## src/rtl/cds_pkg.sv

```systemverilog
// Shared definitions for the CDS sample subtractor.
// State encoding, derived widths and counter width.
package cds_pkg;

  typedef enum logic [1:0] {
    IDLE    = 2'd0,
    HAVE_S1 = 2'd1,
    HAVE_S2 = 2'd2
  } cds_state_e;

  localparam int FRAME_CNT_W = 16;

  function automatic int cds_diff_w(input int adc_w);
    return adc_w + 1;
  endfunction

endpackage

```

## src/rtl/cds_out_fifo.sv

```systemverilog
// Two-entry output FIFO for CDS results.
// A pop in the same cycle frees a slot for a push on full.
module cds_out_fifo #(
  parameter int W = 13
) (
  input  logic         clk,
  input  logic         reset,
  input  logic         i_push,
  input  logic         i_pop,
  input  logic [W-1:0] i_data,
  output logic         o_full,
  output logic         o_empty,
  output logic [W-1:0] o_data
);

  logic [W-1:0] r_mem [2];
  logic         r_wr;
  logic         r_rd;
  logic [1:0]   r_cnt;
  logic         w_wr;

  assign o_full  = (r_cnt == 2'd2);
  assign o_empty = (r_cnt == 2'd0);
  assign o_data  = r_mem[r_rd];
  assign w_wr    = i_push & (~o_full | i_pop);

  // Storage, pointers and occupancy
  always_ff @(posedge clk) begin
    if (reset) begin
      for (int i = 0; i < 2; i++) r_mem[i] <= '0;
      r_wr  <= 1'b0;
      r_rd  <= 1'b0;
      r_cnt <= 2'd0;
    end else begin
      if (w_wr) begin
        r_mem[r_wr] <= i_data;
        r_wr        <= ~r_wr;
      end
      if (i_pop) r_rd <= ~r_rd;
      r_cnt <= r_cnt + {1'b0, w_wr} - {1'b0, i_pop};
    end
  end

endmodule

```

## src/rtl/cds_sample_subtractor.sv

```systemverilog
// Digital CDS: captures reset/signal samples, streams s1-s2.
// Define CDS_AVG_EN to average 2^AVG_LOG2 reads per result.
module cds_sample_subtractor
  import cds_pkg::*;
#(
  parameter int ADC_W    = 12,
  parameter int ADC_LAT  = 2,
  parameter int AVG_LOG2 = 2
) (
  input  logic                   clk,
  input  logic                   reset,
  input  logic                   cds_clk1,
  input  logic                   cds_clk2,
  input  logic                   cds_done,
  input  logic [ADC_W-1:0]       adc_data,
  output logic [ADC_W:0]         out_data,
  output logic                   out_valid,
  input  logic                   out_ready,
  output logic [FRAME_CNT_W-1:0] frame_cnt,
  output logic                   seq_err,
  output logic                   overrun,
  input  logic                   err_clr
);

  localparam int DIFF_W = cds_diff_w(ADC_W);
  localparam logic [2:0] LAT3 = 3'(ADC_LAT);

  logic r_clk1_q, r_clk2_q, r_done_q;
  logic w_e1, w_e2, w_ed;
  cds_state_e r_state, w_nxt;
  logic w_cap1, w_cap2, w_err, w_done;
  logic w_c1, w_c2;
  logic [ADC_W-1:0] r_s1, r_s2, w_s2;
  logic [2:0] r_s2_cnt;
  logic [7:0] r_ppv;
  logic w_push_now, w_defer, w_push_raw, w_push;
  logic [DIFF_W-1:0] w_diff, w_pdata;
  logic w_full, w_empty, w_pop, w_drop;

  // Previous strobe levels for rising-edge detection
  always_ff @(posedge clk) begin
    if (reset) begin
      r_clk1_q <= 1'b0;
      r_clk2_q <= 1'b0;
      r_done_q <= 1'b0;
    end else begin
      r_clk1_q <= cds_clk1;
      r_clk2_q <= cds_clk2;
      r_done_q <= cds_done;
    end
  end

  assign w_e1 = cds_clk1 & ~r_clk1_q;
  assign w_e2 = cds_clk2 & ~r_clk2_q;
  assign w_ed = cds_done & ~r_done_q;

  // Read-sequence state register
  always_ff @(posedge clk) begin
    if (reset) r_state <= IDLE;
    else       r_state <= w_nxt;
  end

  // Strobe-order decoding: captures, completion and errors
  always_comb begin
    w_nxt  = r_state;
    w_cap1 = 1'b0;
    w_cap2 = 1'b0;
    w_err  = 1'b0;
    w_done = 1'b0;
    if (w_e1 & w_e2) begin
      w_err = 1'b1;
      w_nxt = IDLE;
    end else begin
      unique case (r_state)
        IDLE: begin
          if (w_e2 | w_ed) w_err = 1'b1;
          if (w_e1) begin
            w_cap1 = 1'b1;
            w_nxt  = HAVE_S1;
          end
        end
        HAVE_S1: begin
          if (w_e1) begin
            w_err  = 1'b1;
            w_cap1 = 1'b1;
          end else if (w_ed) begin
            w_err = 1'b1;
            w_nxt = IDLE;
          end else if (w_e2) begin
            w_cap2 = 1'b1;
            w_nxt  = HAVE_S2;
          end
        end
        HAVE_S2: begin
          if (w_ed) begin
            w_done = 1'b1;
            w_nxt  = IDLE;
            if (w_e1) begin
              w_cap1 = 1'b1;
              w_nxt  = HAVE_S1;
            end
          end else if (w_e1) begin
            w_err  = 1'b1;
            w_cap1 = 1'b1;
            w_nxt  = HAVE_S1;
          end else if (w_e2) begin
            w_err  = 1'b1;
            w_cap2 = 1'b1;
          end
        end
        default: w_nxt = IDLE;
      endcase
    end
  end

  generate
    if (ADC_LAT == 0) begin : g_lat0
      assign w_c1 = w_cap1;
      assign w_c2 = w_cap2;
    end else begin : g_lat
      logic [ADC_LAT-1:0] r_p1, r_p2;
      // Pulse delay lines aligning captures with ADC latency
      always_ff @(posedge clk) begin
        if (reset) begin
          r_p1 <= '0;
          r_p2 <= '0;
        end else begin
          r_p1 <= (r_p1 << 1) | ADC_LAT'(w_cap1);
          r_p2 <= (r_p2 << 1) | ADC_LAT'(w_cap2);
        end
      end
      assign w_c1 = r_p1[ADC_LAT-1];
      assign w_c2 = r_p2[ADC_LAT-1];
    end
  endgenerate

  // Sample registers loaded when a delayed capture lands
  always_ff @(posedge clk) begin
    if (reset) begin
      r_s1 <= '0;
      r_s2 <= '0;
    end else begin
      if (w_c1) r_s1 <= adc_data;
      if (w_c2) r_s2 <= adc_data;
    end
  end

  // Cycles until the most recent s2 capture lands
  always_ff @(posedge clk) begin
    if (reset)              r_s2_cnt <= 3'd0;
    else if (w_cap2)        r_s2_cnt <= LAT3;
    else if (r_s2_cnt != 0) r_s2_cnt <= r_s2_cnt - 3'd1;
  end

  assign w_push_now = w_done & (r_s2_cnt <= 3'd1);
  assign w_defer    = w_done & (r_s2_cnt > 3'd1);

  // Deferred pushes timed to the landing cycle of their s2
  always_ff @(posedge clk) begin
    if (reset) r_ppv <= 8'd0;
    else r_ppv <= (r_ppv >> 1) |
                  (w_defer ? (8'd1 << (r_s2_cnt - 3'd2)) : 8'd0);
  end

  assign w_push_raw = w_push_now | r_ppv[0];
  assign w_s2       = w_c2 ? adc_data : r_s2;
  assign w_diff     = {1'b0, r_s1} - {1'b0, w_s2};

`ifdef CDS_AVG_EN
  localparam int ACC_W = DIFF_W + AVG_LOG2;
  localparam int BLK_W = (AVG_LOG2 > 0) ? AVG_LOG2 : 1;
  logic signed [ACC_W-1:0] r_acc, w_sum;
  logic [BLK_W-1:0] r_blk;
  logic w_last;

  assign w_sum  = r_acc + ACC_W'($signed(w_diff));
  assign w_last = (r_blk == BLK_W'((1 << AVG_LOG2) - 1));

  // Block accumulator of consecutive differences
  always_ff @(posedge clk) begin
    if (reset) begin
      r_acc <= '0;
      r_blk <= '0;
    end else if (w_push_raw) begin
      if (w_last) begin
        r_acc <= '0;
        r_blk <= '0;
      end else begin
        r_acc <= w_sum;
        r_blk <= r_blk + 1'b1;
      end
    end
  end

  assign w_push  = w_push_raw & w_last;
  assign w_pdata = DIFF_W'(w_sum >>> AVG_LOG2);
`else
  assign w_push  = w_push_raw;
  assign w_pdata = w_diff;
`endif

  assign out_valid = ~w_empty;
  assign w_pop     = out_valid & out_ready;
  assign w_drop    = w_push & w_full & ~w_pop;

  cds_out_fifo #(.W(DIFF_W)) u_fifo (
    .clk     (clk),
    .reset   (reset),
    .i_push  (w_push),
    .i_pop   (w_pop),
    .i_data  (w_pdata),
    .o_full  (w_full),
    .o_empty (w_empty),
    .o_data  (out_data)
  );

  // Completed-read counter and sticky error flags
  always_ff @(posedge clk) begin
    if (reset) begin
      frame_cnt <= '0;
      seq_err   <= 1'b0;
      overrun   <= 1'b0;
    end else begin
      if (w_done) frame_cnt <= frame_cnt + 1'b1;
      seq_err <= (seq_err & ~err_clr) | w_err;
      overrun <= (overrun & ~err_clr) | w_drop;
    end
  end

endmodule

```

## config.mk

```make
export PLATFORM = sky130hd
export DESIGN_NAME = cds_sample_subtractor
export DESIGN_NICKNAME = d
export VERILOG_FILES = /design/src/rtl/cds_pkg.sv /design/src/rtl/cds_out_fifo.sv /design/src/rtl/cds_sample_subtractor.sv
export SDC_FILE = /design/constraint.sdc
export NUM_CORES = 1
export LEC_CHECK = 0
export CORE_MARGIN = 10
export CORE_UTILIZATION = 30
export DETAILED_ROUTE_END_ITERATION = 8
export GPL_TIMING_DRIVEN = 0
export SLEW_MARGIN = 25
export SYNTH_ARGS = -nofsm -noshare
export SYNTH_HDL_FRONTEND = slang
export SYNTH_SLANG_ARGS = --single-unit
```

## constraint.sdc

```tcl
create_clock -name clk -period 4.6 [get_ports clk]
set_clock_uncertainty 0.2 [all_clocks]
set_input_delay 0.46 -clock clk [delete_from_list [all_inputs] [get_ports clk]]
set_output_delay 0.46 -clock clk [all_outputs]
set_load 0.005 [all_outputs]
```

* Word level (Yosys, flattened, before mapping)
Memories as Yosys holds them, arrays and structs flattened. A register that Yosys moved wholly into a read port is not among the register bits.
Cells that the tools add are included.
** Word-level totals
- Flip-flop bits (word level) :: 66
- Memory bits (writable) :: 26
- Bits of input ports :: 19
- Output and inout bits :: 32
- Logic and storage cells :: 110
- Memories kept :: 1
** Cells by class
- Add/subtract/negate cells :: 6
- Magnitude comparators :: 2
- Equality and inequality tests :: 5
- Shift operators :: 1
- Mux-type cells :: 40
- Bitwise logic cells :: 29
- Reduce and logical (&&, ||, !) cells :: 9
** Memories
- u_fifo.r_mem :: depth 2, width 13, read ports 1, clocked after memory_dff 1, wr ports 2, line cds_out_fifo.sv:16 : logic [W-1:0] r_mem [2];
** Operator list (number)
- 2-to-1 mux 1 bit :: 27
- adder 16 x 1 -> 16 bit, second input constant :: 1
- 2-to-1 mux 2 bit :: 7
- 2-to-1 mux 13 bit :: 1
- OR reduction 13 bit :: 1
- subtractor 12 x 12 -> 13 bit :: 1
- AND 1 bit :: 12
- 2-to-1 mux 12 bit :: 1
- NOT 1 bit :: 9
- 2-to-1 mux 8 bit :: 1
- bitwise OR 7 x 8 -> 8 bit :: 1
- left shift 1 x 3 -> 8 bit, first input constant :: 1
- case mux 2 bit (3 select lines) :: 1
- bitwise OR 1 bit :: 5
- == test 2 bit, second input constant :: 2
- zero test 2 bit :: 2
- bitwise OR 2 x 1 -> 2 bit :: 2
- OR reduction 2 bit :: 2
- > comparator 3 x 1 -> 1 bit, second input constant :: 1
- less-or-equal comparator 3 x 1 -> 1 bit, second input constant :: 1
- inequality test 3 bit, second input constant :: 1
- case mux 1 bit (3 select lines) :: 1
- nonzero test 3 bit :: 1
- OR reduction 3 bit :: 1
- other kinds (9) :: 9

* Longest topological paths before layout
- Word-level depth :: 13
- Mapped depth :: 10
- Mapped depth without buffers :: 10

* Modules after synthesis
Synthesis repeated with hierarchy kept, for this count alone.
** Unflattened totals
- Cells, all modules :: 444
- Area total of the unflattened synthesis :: 4485.6 um2
** Modules (own cells, without submodules)
- cds_sample_subtractor :: instances 1, cells each 348, area each 3095.5 um2, seq. area each 1241.2 um2
- cds_out_fifo :: instances 1, cells each 96, area each 1390.1 um2, seq. area each 880.8 um2

* Worst setup path after synthesis
Ideal clock, no wire load.
- Path kind :: reg-to-reg
- Start :: reg g_lat.r_p2[1]
- End :: mem u_fifo.r_mem[1][11] (data pin)
- Setup time :: 0.260 ns
- Data arrival time :: 2.819 ns
- Required time :: 4.140 ns
- Setup slack :: 1.321 ns
- Stages on the path, launching flop included :: 9
- Buffers on the path :: 1
- Period minus slack after synthesis :: 3.279 ns
- Cells stage by stage :: dfxtp_1 buf_1 mux2i_1 ha_1 nor2b_1 o2111ai_1 a21oi_1 o41ai_1 mux2_2
** RTL lines
- start: declaration :: line cds_sample_subtractor.sv:121 : logic [ADC_LAT-1:0] r_p1, r_p2;
- start signal: assignment :: line cds_sample_subtractor.sv:129 : r_p2 <= (r_p2 << 1) | ADC_LAT'(w_cap2);
- end: declaration :: line cds_out_fifo.sv:16

==> out/metrics.cfg <==
[clocking]
cts_resized=0
cts_tree=built
htreeDepth=3
clkSinkCount=93
cts_made_buffers=9
clock_latency_ps=340
cts_hold_buf=0
post_cts_buffers=0
clockBufferDepth=2
cts_root_buf=clkbuf_16
clk_pin_slew_ps=60

[synth]
synth-async-reset-ratio_pct=0
synth_area_leaders=dfxtp_1, edfxtp_1, nor2_1, ha_1, mux2i_1
yosys.area.top_type=dfxtp_1
synth_edf_count=26
synth_top_area_share_pct=30.6
syn_area_per_cell_sq_um=10.0
synth_warnings=0
synth_flop_cell=dfxtp_1
syn_nets=481
synth.distinct_cells=55
seq_area_frac_synth_pct=48.4
syn-cell-area_sq_mm=0.00439
syn_inst=438
ys_ff_latch=93

[cells_and_area]
nFillCells=1428
area_growth_pct=23.0
final_area_sq_mm=0.00540
n_antenna_cell=0
finalNetCount=541
drive_gt1_share_pct=8.15

[grt]
first_global_vias=3215
antenna_found_initial=0
overflow=0
track_usage_pct=9.82
grt_pass1_wl_um=16100
grt_max_degree=16

[drt]
finalWirelength_um=9520
wl_per_cell_um=13.9
drt-vias-per-instance=4.74
via_count=3259
firstDrtPassIters=4
antenna_left=0
drt_iter0_markers=119
drcViolationCount=0

[floorplan]
die_w_um=141
start_util_pct=30.4
io_pins=51
core_sq_mm=0.0144
die_height_um=141
core.rowCount=44
die_area_sq_mm=0.0199

[worst_setup_path]
slowest_stage=buf_1
arrival_ps=3770
slowest_delay_ps=610
crit_required_ps=4490
crit_fanout=10
cp_cell_sequence=buf_1, mux2i_1, ha_1, nor2b_1, o2111ai_1, a21oi_1, o41ai_1, mux2_2
rr_worst_depth=8
critPathCaptureType=flop
worst_setup_path_start_kind=flop
path_class=reg2reg

[place]
pre_cts_ws_ps=744
place_hpwl_um=7260
gp_congestion=0.887
place_area_sq_mm=0.00511
port_buffers=49

[power]
vdd_drop_max_mv=0.175
p_leak_nw=1.94
power_density_mw_per_mm2=362

[sta]
min_period_ps=3880
worstMarginPinSlew_ps=953
slew-limit-headroom_pct=35.9
rsz0062_at_grt=no
setup_viol=0
drv_slew=0
report.final.hold_viol_count=0
min_period_over_period_pct=84.5
setup_tns_ps=0
hold_ws_ps=240
maxClockFrequency_ghz=0.257
setup_slack_ps=715

[flow_run]
cap_violations=0

[min_path]
hold_path_depth=1
hold_class=reg2reg

[status]
outcome=complete, no violations

-- placed cells by master (no fill, tap or decap), drive strengths merged, types with 4 or more instances in the layout --
cell	instances
nor3	14
clkdlybuf4s50	49
buf	4
a21oi	20
a31oi	5
dfxtp	67
mux2i	24
nand2b	9
o21ai	10
edfxtp	26
nand2	16
mux2	15
nor4	5
or2	5
nor2	78
inv	15
a21o	4
clkbuf	24
ha	23
and4	4
xor2	14
nor2b	11
nand4	4
nand3	7
xnor2	9
-- cells by family (layout without fill, tap and decap cells) --
kind of cell / after synthesis / count (layout) / share of synthesized area (%)
multiplexers: 39 / 39 / 9.32
AO/OA/AOI/OAI: 60 / 60 / 9.04
adder cells (fa/ha/maj): 24 / 24 / 7.01
flip-flops: 93 / 93 / 48.4
XOR/XNOR: 23 / 23 / 4.59
AND/OR/NAND/NOR: 169 / 169 / 19.1
buffers and inverters: 30 / 95 / 2.59
-- synthesized netlist by cell type (all sizes together), types with 3 or more instances --
cell    instances
xor2           14
buf             4
a21o            4
a31oi           5
mux2           15
clkbuf         11
ha             23
a211oi          3
nor4            5
nand3           7
nor2b          11
or4             3
inv            15
nand4           4
and4            4
nor3b           3
o21ai          10
or3             3
nand2          16
dfxtp          67
mux2i          24
nor3           14
edfxtp         26
nand2b          9
nor2           78
or2             5
a21oi          20
xnor2           9
a21boi          3
-- final timing paths --
| check | from | end | slack, ps |
|---|---|---|---|
| worst max-delay path | g_lat.r_p2[1]$_SDFF_PP0_ | u_fifo.r_mem[1][11]$_SDFFCE_PN0P_ | 720 |
| worst min-delay path | g_lat.r_p2[0]$_SDFF_PP0_ | g_lat.r_p2[1]$_SDFF_PP0_ | 240 |
| worst max register to register | g_lat.r_p2[1]$_SDFF_PP0_ | u_fifo.r_mem[1][11]$_SDFFCE_PN0P_ | 720 |
| worst min register to register | g_lat.r_p2[0]$_SDFF_PP0_ | g_lat.r_p2[1]$_SDFF_PP0_ | 240 |
-- per-stage QoR --
stage / cells / total power [W] / util [%]
floorplan: 438 / 0.00115 / -
global placement: 671 / 0.00126 / 35.4
detailed placement: 671 / 0.00127 / 35.4
CTS: 687 / 0.00198 / 37.4
global route: 687 / 0.00206 / 37.4
finish: 687 / 0.00195 / 37.4
-- power by group --
part | total [W] | internal (W) | switching, W
Combinational | 0.000348 | 0.000176 | 0.000171
Sequential | 0.000898 | 0.000877 | 0.0000216
Clock | 0.000707 | 0.000413 | 0.000293
Total | 0.00195 | 0.00147 | 0.000486
-- per-layer routing --
layer | track usage (%) | vias up | share of wire [%]
met5 | 0 | - | 0
met4 | 3.75 | 0 | 0.98
met3 | 2.52 | 5 | 3.8
met2 | 16.0 | 46 | 49
met1 | 12.1 | 1548 | 46
li1 | - | 1660 | -
-- critical path, delay by kind of cell (launching register included) --
kind | cells | cell delay (ps)
compound gates | 3 | 1150
mux | 2 | 840
simple gates | 1 | 150
buf+inv | 1 | 610
flops | 1 | 390
fa+ha+maj | 1 | 300
-- layout make-up --
cell class	count	area, sq um	area share [%]
tap	184	230	4.26
sequential	93	2120	39.3
buffer	15	57.6	1.07
timing repair buffer	49	490	9.08
multi-input combinational	315	2150	39.9
clock buffer	13	272	5.03
clock inverter	3	18.8	0.348
inverter	15	56.3	1.04
-- sequential cells by signal (all words and copies together), names as in the netlist, named ones only --
name and count:
frame_cnt 16, g_lat.r_p1 2, g_lat.r_p2 2, overrun 1
r_clk1_q 1, r_clk2_q 1, r_done_q 1, r_ppv 8
r_s1 12, r_s2 12, r_s2_cnt 3, r_state 2
seq_err 1, u_fifo.r_cnt 2, u_fifo.r_mem 26, u_fifo.r_rd 1
u_fifo.r_wr 1
Note: power is estimated with default switching activity, not from simulation.
